**config.mk**
```make
export PLATFORM = sky130hd
export DESIGN_NAME = tmp101_temperature_decoder
export DESIGN_NICKNAME = d
export VERILOG_FILES = /design/src/rtl/tmp101_pkg.sv /design/src/rtl/bin8_to_bcd_serial.sv /design/src/rtl/tmp101_temperature_decoder.sv
export SDC_FILE = /design/constraint.sdc
export NUM_CORES = 1
export LEC_CHECK = 0
export CAP_MARGIN = 20
export CORE_MARGIN = 4
export CORE_UTILIZATION = 55
export DETAILED_ROUTE_END_ITERATION = 16
export PLACE_DENSITY = 0.87
export SLEW_MARGIN = 5
export SYNTH_ARGS = -nofsm -noshare
export SYNTH_HDL_FRONTEND = slang
export SYNTH_SLANG_ARGS = --single-unit
```
**constraint.sdc**
```tcl
create_clock -name clock -period 5.4 [get_ports clock]
set_input_delay 1.08 -clock clock [delete_from_list [all_inputs] [get_ports clock]]
set_output_delay 1.08 -clock clock [all_outputs]
set_load 0.02 [all_outputs]
```
**src/rtl/tmp101_pkg.sv**
```systemverilog
// Shared definitions for the TMP101 temperature decoder path.
package tmp101_pkg;

  localparam int DigitW      = 4;
  localparam int RawW        = 12;
  localparam int DabbleIters = 8;

  typedef enum logic [2:0] {
    IDLE,
    WAIT_LSB,
    LOAD,
    SHIFT,
    DONE
  } state_t;

  function automatic logic [DigitW-1:0] add3(
    input logic [DigitW-1:0] d
  );
    return (d >= 4'd5) ? d + 4'd3 : d;
  endfunction

endpackage

```
**src/rtl/bin8_to_bcd_serial.sv**
```systemverilog
// Serial double-dabble: 8-bit binary to three BCD digits, one bit per cycle.
module bin8_to_bcd_serial
  import tmp101_pkg::*;
(
  input  logic                  clk,
  input  logic                  rst,
  input  logic                  load,
  input  logic [7:0]            bin,
  output logic                  busy,
  output logic                  done,
  output logic [3*DigitW-1:0]   bcd
);

  logic [7:0]          bin_q;
  logic [3:0]          cnt;
  logic [3*DigitW-1:0] adj;

  always_comb begin
    adj = bcd;
    for (int i = 0; i < 3; i++) begin
      adj[i*DigitW +: DigitW] = add3(bcd[i*DigitW +: DigitW]);
    end
  end

  // done marks the cycle whose edge performs the final shift
  assign done = busy && (cnt == 4'd1);

  always_ff @(posedge clk) begin
    if (rst) begin
      bin_q <= '0;
      bcd   <= '0;
      cnt   <= '0;
      busy  <= 1'b0;
    end else if (load) begin
      bin_q <= bin;
      bcd   <= '0;
      cnt   <= 4'(DabbleIters);
      busy  <= 1'b1;
    end else if (busy) begin
      {bcd, bin_q} <= {adj, bin_q} << 1;
      cnt          <= cnt - 4'd1;
      if (cnt == 4'd1) begin
        busy <= 1'b0;
      end
    end
  end

endmodule

```
**src/rtl/tmp101_temperature_decoder.sv**
```systemverilog
// TMP101 reading decoder: two bytes to sign + BCD digits.
// Optional hysteresis alarm enabled by defining TEMP_ALARM_EN.
module tmp101_temperature_decoder
  import tmp101_pkg::*;
#(
  parameter logic signed [7:0] AlarmHigh = 8'sd30,
  parameter logic signed [7:0] AlarmLow  = 8'sd28
) (
  input  logic              clock,
  input  logic              Reset,
  input  logic              Restart,
  input  logic              ByteReady,
  input  logic [7:0]        ReceivedData,
  output logic [RawW-1:0]   TempRaw,
  output logic              Sign,
  output logic [DigitW-1:0] HundredsBCD,
  output logic [DigitW-1:0] TensBCD,
  output logic [DigitW-1:0] OnesBCD,
  output logic [DigitW-1:0] TenthsBCD,
  output logic              TempValid,
  output logic              Overrun,
  output logic              Alarm
);

  if (AlarmLow > AlarmHigh) begin : g_bad_thresholds
    $error("AlarmLow must not exceed AlarmHigh");
  end

  state_t state, next;

  logic [7:0]          msb_q;
  logic [3:0]          lsb_hi;
  logic [RawW-1:0]     raw_q;
  logic [DigitW-1:0]   tenths_q;
  logic [RawW-1:0]     raw_now;
  logic [RawW-1:0]     mag_now;
  logic [DigitW-1:0]   tenths_now;
  logic                load;
  logic                busy;
  logic                done;
  logic [3*DigitW-1:0] bcd;
  logic                converting;

  assign raw_now    = {msb_q, lsb_hi};
  assign mag_now    = raw_now[RawW-1] ? (~raw_now + 12'd1) : raw_now;
  assign tenths_now = 4'(({4'd0, mag_now[3:0]} * 8'd10) >> 4);
  assign converting = (state == LOAD) || (state == SHIFT)
                   || (state == DONE);

  bin8_to_bcd_serial u_bcd (
    .clk  (clock),
    .rst  (Reset),
    .load (load),
    .bin  (mag_now[11:4]),
    .busy (busy),
    .done (done),
    .bcd  (bcd)
  );

  always_ff @(posedge clock) begin
    if (Reset) state <= IDLE;
    else       state <= next;
  end

  always_comb begin
    next = state;
    load = 1'b0;
    unique case (state)
      IDLE:     if (ByteReady) next = WAIT_LSB;
      WAIT_LSB: if (ByteReady) next = LOAD;
      LOAD: begin
        load = !Restart;
        next = SHIFT;
      end
      SHIFT: begin
        if (done)       next = DONE;
        else if (!busy) next = IDLE;
      end
      DONE:     next = IDLE;
      default:  next = IDLE;
    endcase
    if (Restart) next = IDLE;
  end

  always_ff @(posedge clock) begin
    if (Reset) begin
      msb_q       <= '0;
      lsb_hi      <= '0;
      raw_q       <= '0;
      tenths_q    <= '0;
      TempRaw     <= '0;
      Sign        <= 1'b0;
      HundredsBCD <= '0;
      TensBCD     <= '0;
      OnesBCD     <= '0;
      TenthsBCD   <= '0;
      TempValid   <= 1'b0;
      Overrun     <= 1'b0;
    end else begin
      TempValid <= 1'b0;
      if (Restart) begin
        Overrun <= 1'b0;
        msb_q   <= '0;
        lsb_hi  <= '0;
      end else begin
        if (ByteReady && converting) Overrun <= 1'b1;
        if (ByteReady && state == IDLE) msb_q <= ReceivedData;
        if (ByteReady && state == WAIT_LSB) begin
          lsb_hi <= ReceivedData[7:4];
        end
        if (state == LOAD) begin
          raw_q    <= raw_now;
          tenths_q <= tenths_now;
        end
        if (state == DONE) begin
          TempRaw     <= raw_q;
          Sign        <= raw_q[RawW-1];
          HundredsBCD <= bcd[11:8];
          TensBCD     <= bcd[7:4];
          OnesBCD     <= bcd[3:0];
          TenthsBCD   <= tenths_q;
          TempValid   <= 1'b1;
        end
      end
    end
  end

`ifdef TEMP_ALARM_EN
  logic signed [7:0] whole;
  assign whole = raw_q[11:4];

  // hysteresis: set at/above high, clear below low, else hold
  always_ff @(posedge clock) begin
    if (Reset) begin
      Alarm <= 1'b0;
    end else if (!Restart && state == DONE) begin
      if (whole >= AlarmHigh)     Alarm <= 1'b1;
      else if (whole < AlarmLow)  Alarm <= 1'b0;
    end
  end
`else
  assign Alarm = 1'b0;
`endif

endmodule

```
==> impl_metrics.env <==
export IMPL_htree_levels=3
export IMPL_cp_arrival_ns=3.10
export IMPL_grtUsageTotal_pct=19.74
export IMPL_grt_pass1_wl_mm=13.53
export IMPL_drc=0
export IMPL_outcome="completed"
export IMPL_synth_cells=467
export IMPL_clk_path_buf_depth=2
export IMPL_die_area_mm2=0.008362
export IMPL_vdd_drop_max_mv=0.1718
export IMPL_post_cts_buffers=0
export IMPL_p_sw_share_pct=23.08
export IMPL_synth_edff_count=0
export IMPL_finalHoldViolCount=0
export IMPL_synthArstFlopShare_pct=0
export IMPL_fill_cells=540
export IMPL_vias=3230
export IMPL_clock_sinks=86
export IMPL_start_kind="input pin"
export IMPL_die_x_um=91.45
export IMPL_area_delta_synth_final_pct=16.89
export IMPL_worstPathMaxFanout=26
export IMPL_powerDensity_mw_per_mm2=257.6
export IMPL_fin_crit_sh_pct=53.28
export IMPL_period_needed_ns=2.877
export IMPL_hold_buffers=0
export IMPL_seq_area_mm2=0.001722
export IMPL_syn_num_nets=492
export IMPL_clkPwrFrac_pct=39.8
export IMPL_num_antenna_cells=0
export IMPL_crit_path_end_kind="flop"
export IMPL_rsz0062_at_grt="no"
export IMPL_path_class="in2reg"
export IMPL_hold_slack_ns=0.4568
export IMPL_synth_area_mm2=0.003830
export IMPL_drive_above_1_share_pct=7.273
export IMPL_internal_power_uw=887.0
export IMPL_multi_input_comb_area_mm2=0.001902
export IMPL_ctsResizeCount=0
export IMPL_wl_per_cell_um=13.53
export IMPL_yosysWarnings=0
export IMPL_rows=30
export IMPL_die_y_um=91.45
export IMPL_cts_buffers=9
export IMPL_routed_via_density=5.465
export IMPL_grt_pass1_vias=3011
export IMPL_io_pins=44
export IMPL_final_nets=515
export IMPL_p_leak_uw=0.001490
export IMPL_fin_skew_ns=0.008526
export IMPL_portBuffers=42
export IMPL_maxCapViolations=0
export IMPL_cts_reportedPaths_clkPinSlew_ns=0.08
export IMPL_dp_cells=572
export IMPL_initial_core_util_pct=56.37
export IMPL_first_pass_iters=5
export IMPL_totalWireLength_mm=7.995
export IMPL_synth_flop_cell="dfxtp_1"
export IMPL_fin_setup_tns_ns=0
export IMPL_cts_root_buf="clkbuf_8"
export IMPL_clkLatencyLatePin_ns=0.35
export IMPL_grt_max_degree=54
export IMPL_syn_area_per_cell_um2=8.201
export IMPL_antenna_found_initial=0
export IMPL_drv_slew=0
export IMPL_switchingPower_uw=266.1
export IMPL_comb_power_share_pct=4.2
export IMPL_worst_pin_slew_ns=1.046
export IMPL_gp_congestion=0.8674
export IMPL_seq_power_share_pct=56.0
export IMPL_stdcell_count=591
export IMPL_core_area_mm2=0.006794
export IMPL_synth_cell_type_count=49
export IMPL_hold_path_class="reg2reg"
export IMPL_cts_tree="built"
export IMPL_fmaxAchievable_mhz=347.6
export IMPL_ys_seq_area_share_pct=44.95
export IMPL_ys_seq_elements=86
export IMPL_setup_viol=0
export IMPL_cp_data_required_time_ns=5.63
export IMPL_drtIter0Drc=198
export IMPL_relSlewSlack_pct=29.29
export IMPL_final_antenna_net_count=0
export IMPL_hpwl_mm=5.400
export IMPL_grt_ovfl_total=0
==> cells in the mapped netlist, types with 3 or more instances <==
| cell type | instances | area share (%) |
|---|---|---|
| a211oi_1 | 8 | 1.6 |
| a21oi_1 | 72 | 9.4 |
| a31oi_1 | 4 | 0.65 |
| buf_2 | 10 | 1.3 |
| buf_4 | 3 | 0.59 |
| clkbuf_1 | 17 | 1.7 |
| dfxtp_1 | 86 | 45 |
| ha_1 | 12 | 3.9 |
| inv_1 | 13 | 1.3 |
| mux2_2 | 5 | 1.5 |
| mux2i_1 | 6 | 1.6 |
| nand2_1 | 116 | 11 |
| nand2b_1 | 4 | 0.65 |
| nand3_1 | 10 | 1.3 |
| nand4_1 | 4 | 0.65 |
| nor2_1 | 23 | 2.3 |
| nor4_1 | 6 | 0.98 |
| o21ai_0 | 13 | 1.7 |
| o31ai_1 | 3 | 0.59 |
| or3_1 | 3 | 0.49 |
| xnor2_1 | 9 | 2.1 |
| xor2_1 | 5 | 1.1 |
==> metrics by stage <==
stage / power [uW] / setup slack [ns] / instance area, um2 / util, %
6_report: 1153 / 2.523 / 4477 / 65.89
4_1_cts: 1161 / 2.501 / 4423 / 65.10
2_1_floorplan: 692.7 / 3.026 / 3830 / -
3_5_place_dp: 707.8 / 2.088 / 4215 / 62.04
5_1_grt: 1195 / 2.378 / 4477 / 65.89
3_3_place_gp: 706.2 / 2.210 / 4215 / 62.04
==> critical path, stage by stage <==
cell and delay [ns]:
clkdlybuf4s50_1 0.54, or4b_1 0.93, nand2_2 0.44, o31ai_1 0.11
==> cells in the final DEF, fill, tap and decap left out, drive strengths merged, types with 6 or more instances in the layout <==
| cell | netlist | layout |
|---|---|---|
| nand2 | 117 | 117 |
| dfxtp | 86 | 86 |
| a21oi | 72 | 72 |
| clkdlybuf4s50 | 0 | 41 |
| nor2 | 23 | 23 |
| inv | 13 | 14 |
| o21ai | 13 | 13 |
| ha | 12 | 12 |
| nand3 | 10 | 10 |
| clkbuf | 17 | 10 |
| xnor2 | 9 | 9 |
| a211oi | 8 | 8 |
| nor4 | 7 | 7 |
| mux2i | 6 | 6 |
==> cell families after synthesis <==
kind of cell / count (synthesis) / synth area share (%)
flip-flops: 86 / 44.95
other: 1 / 0.09791
AO/OA/AOI/OAI: 107 / 15.49
AND/OR/NAND/NOR: 188 / 23.16
adder cells (fa/ha/maj): 13 / 4.443
XOR/XNOR: 14 / 3.202
buffers and inverters: 47 / 5.619
multiplexers: 11 / 3.038
==> per-layer routing <==
layer / vias up / track usage (%) / routed length [um] / part of all wire (%)
li1: 1622 / - / - / -
met4: 0 / 7.286 / 108 / 1.4
met5: - / 0 / 0 / 0
met3: 13 / 5.302 / 478 / 6.0
met1: 1499 / 23.59 / 3430 / 43
met2: 96 / 33.72 / 3978 / 50
==> registers in the layout, indices dropped and copies added, names as in the netlist, 8 cells and up <==
signal and flops:
raw_q 12, TempRaw 12, msb_q 8, u_bcd.bcd 12
u_bcd.bin_q 8
==> path summary, 6_finish.rpt <==
kind,to,slack (ns),startpoint,depth (start not counted)
max reg2reg,tenths_q[2],2.65,lsb_hi[0],11
min reg2reg,TenthsBCD[3],0.46,TenthsBCD[3],2
max,u_bcd.bcd[9],2.52,Restart,4
min,TenthsBCD[3],0.46,TenthsBCD[3],2
==> layout make-up <==
type | count | share of cell area [%]
Multi-Input combinational cell | 334 | 42.48
Sequential cell | 86 | 38.46
Timing Repair Buffer | 46 | 10.65
Clock buffer | 10 | 3.074
Tap cell | 96 | 2.683
Clock inverter | 6 | 1.565
Inverter | 13 | 1.090
==> power by group through the flow <==
stage                     Sequential (uW)  Clock, uW  Combinational (uW)
after detailed placement              661          0                46.9
after CTS                             646        468                47.0
after global placement                661          0                45.7
after floorplan                       656          0                36.9
final                                 646        459                48.1
after global routing                  647        494                53.8
(Power assumes the default switching activity.)
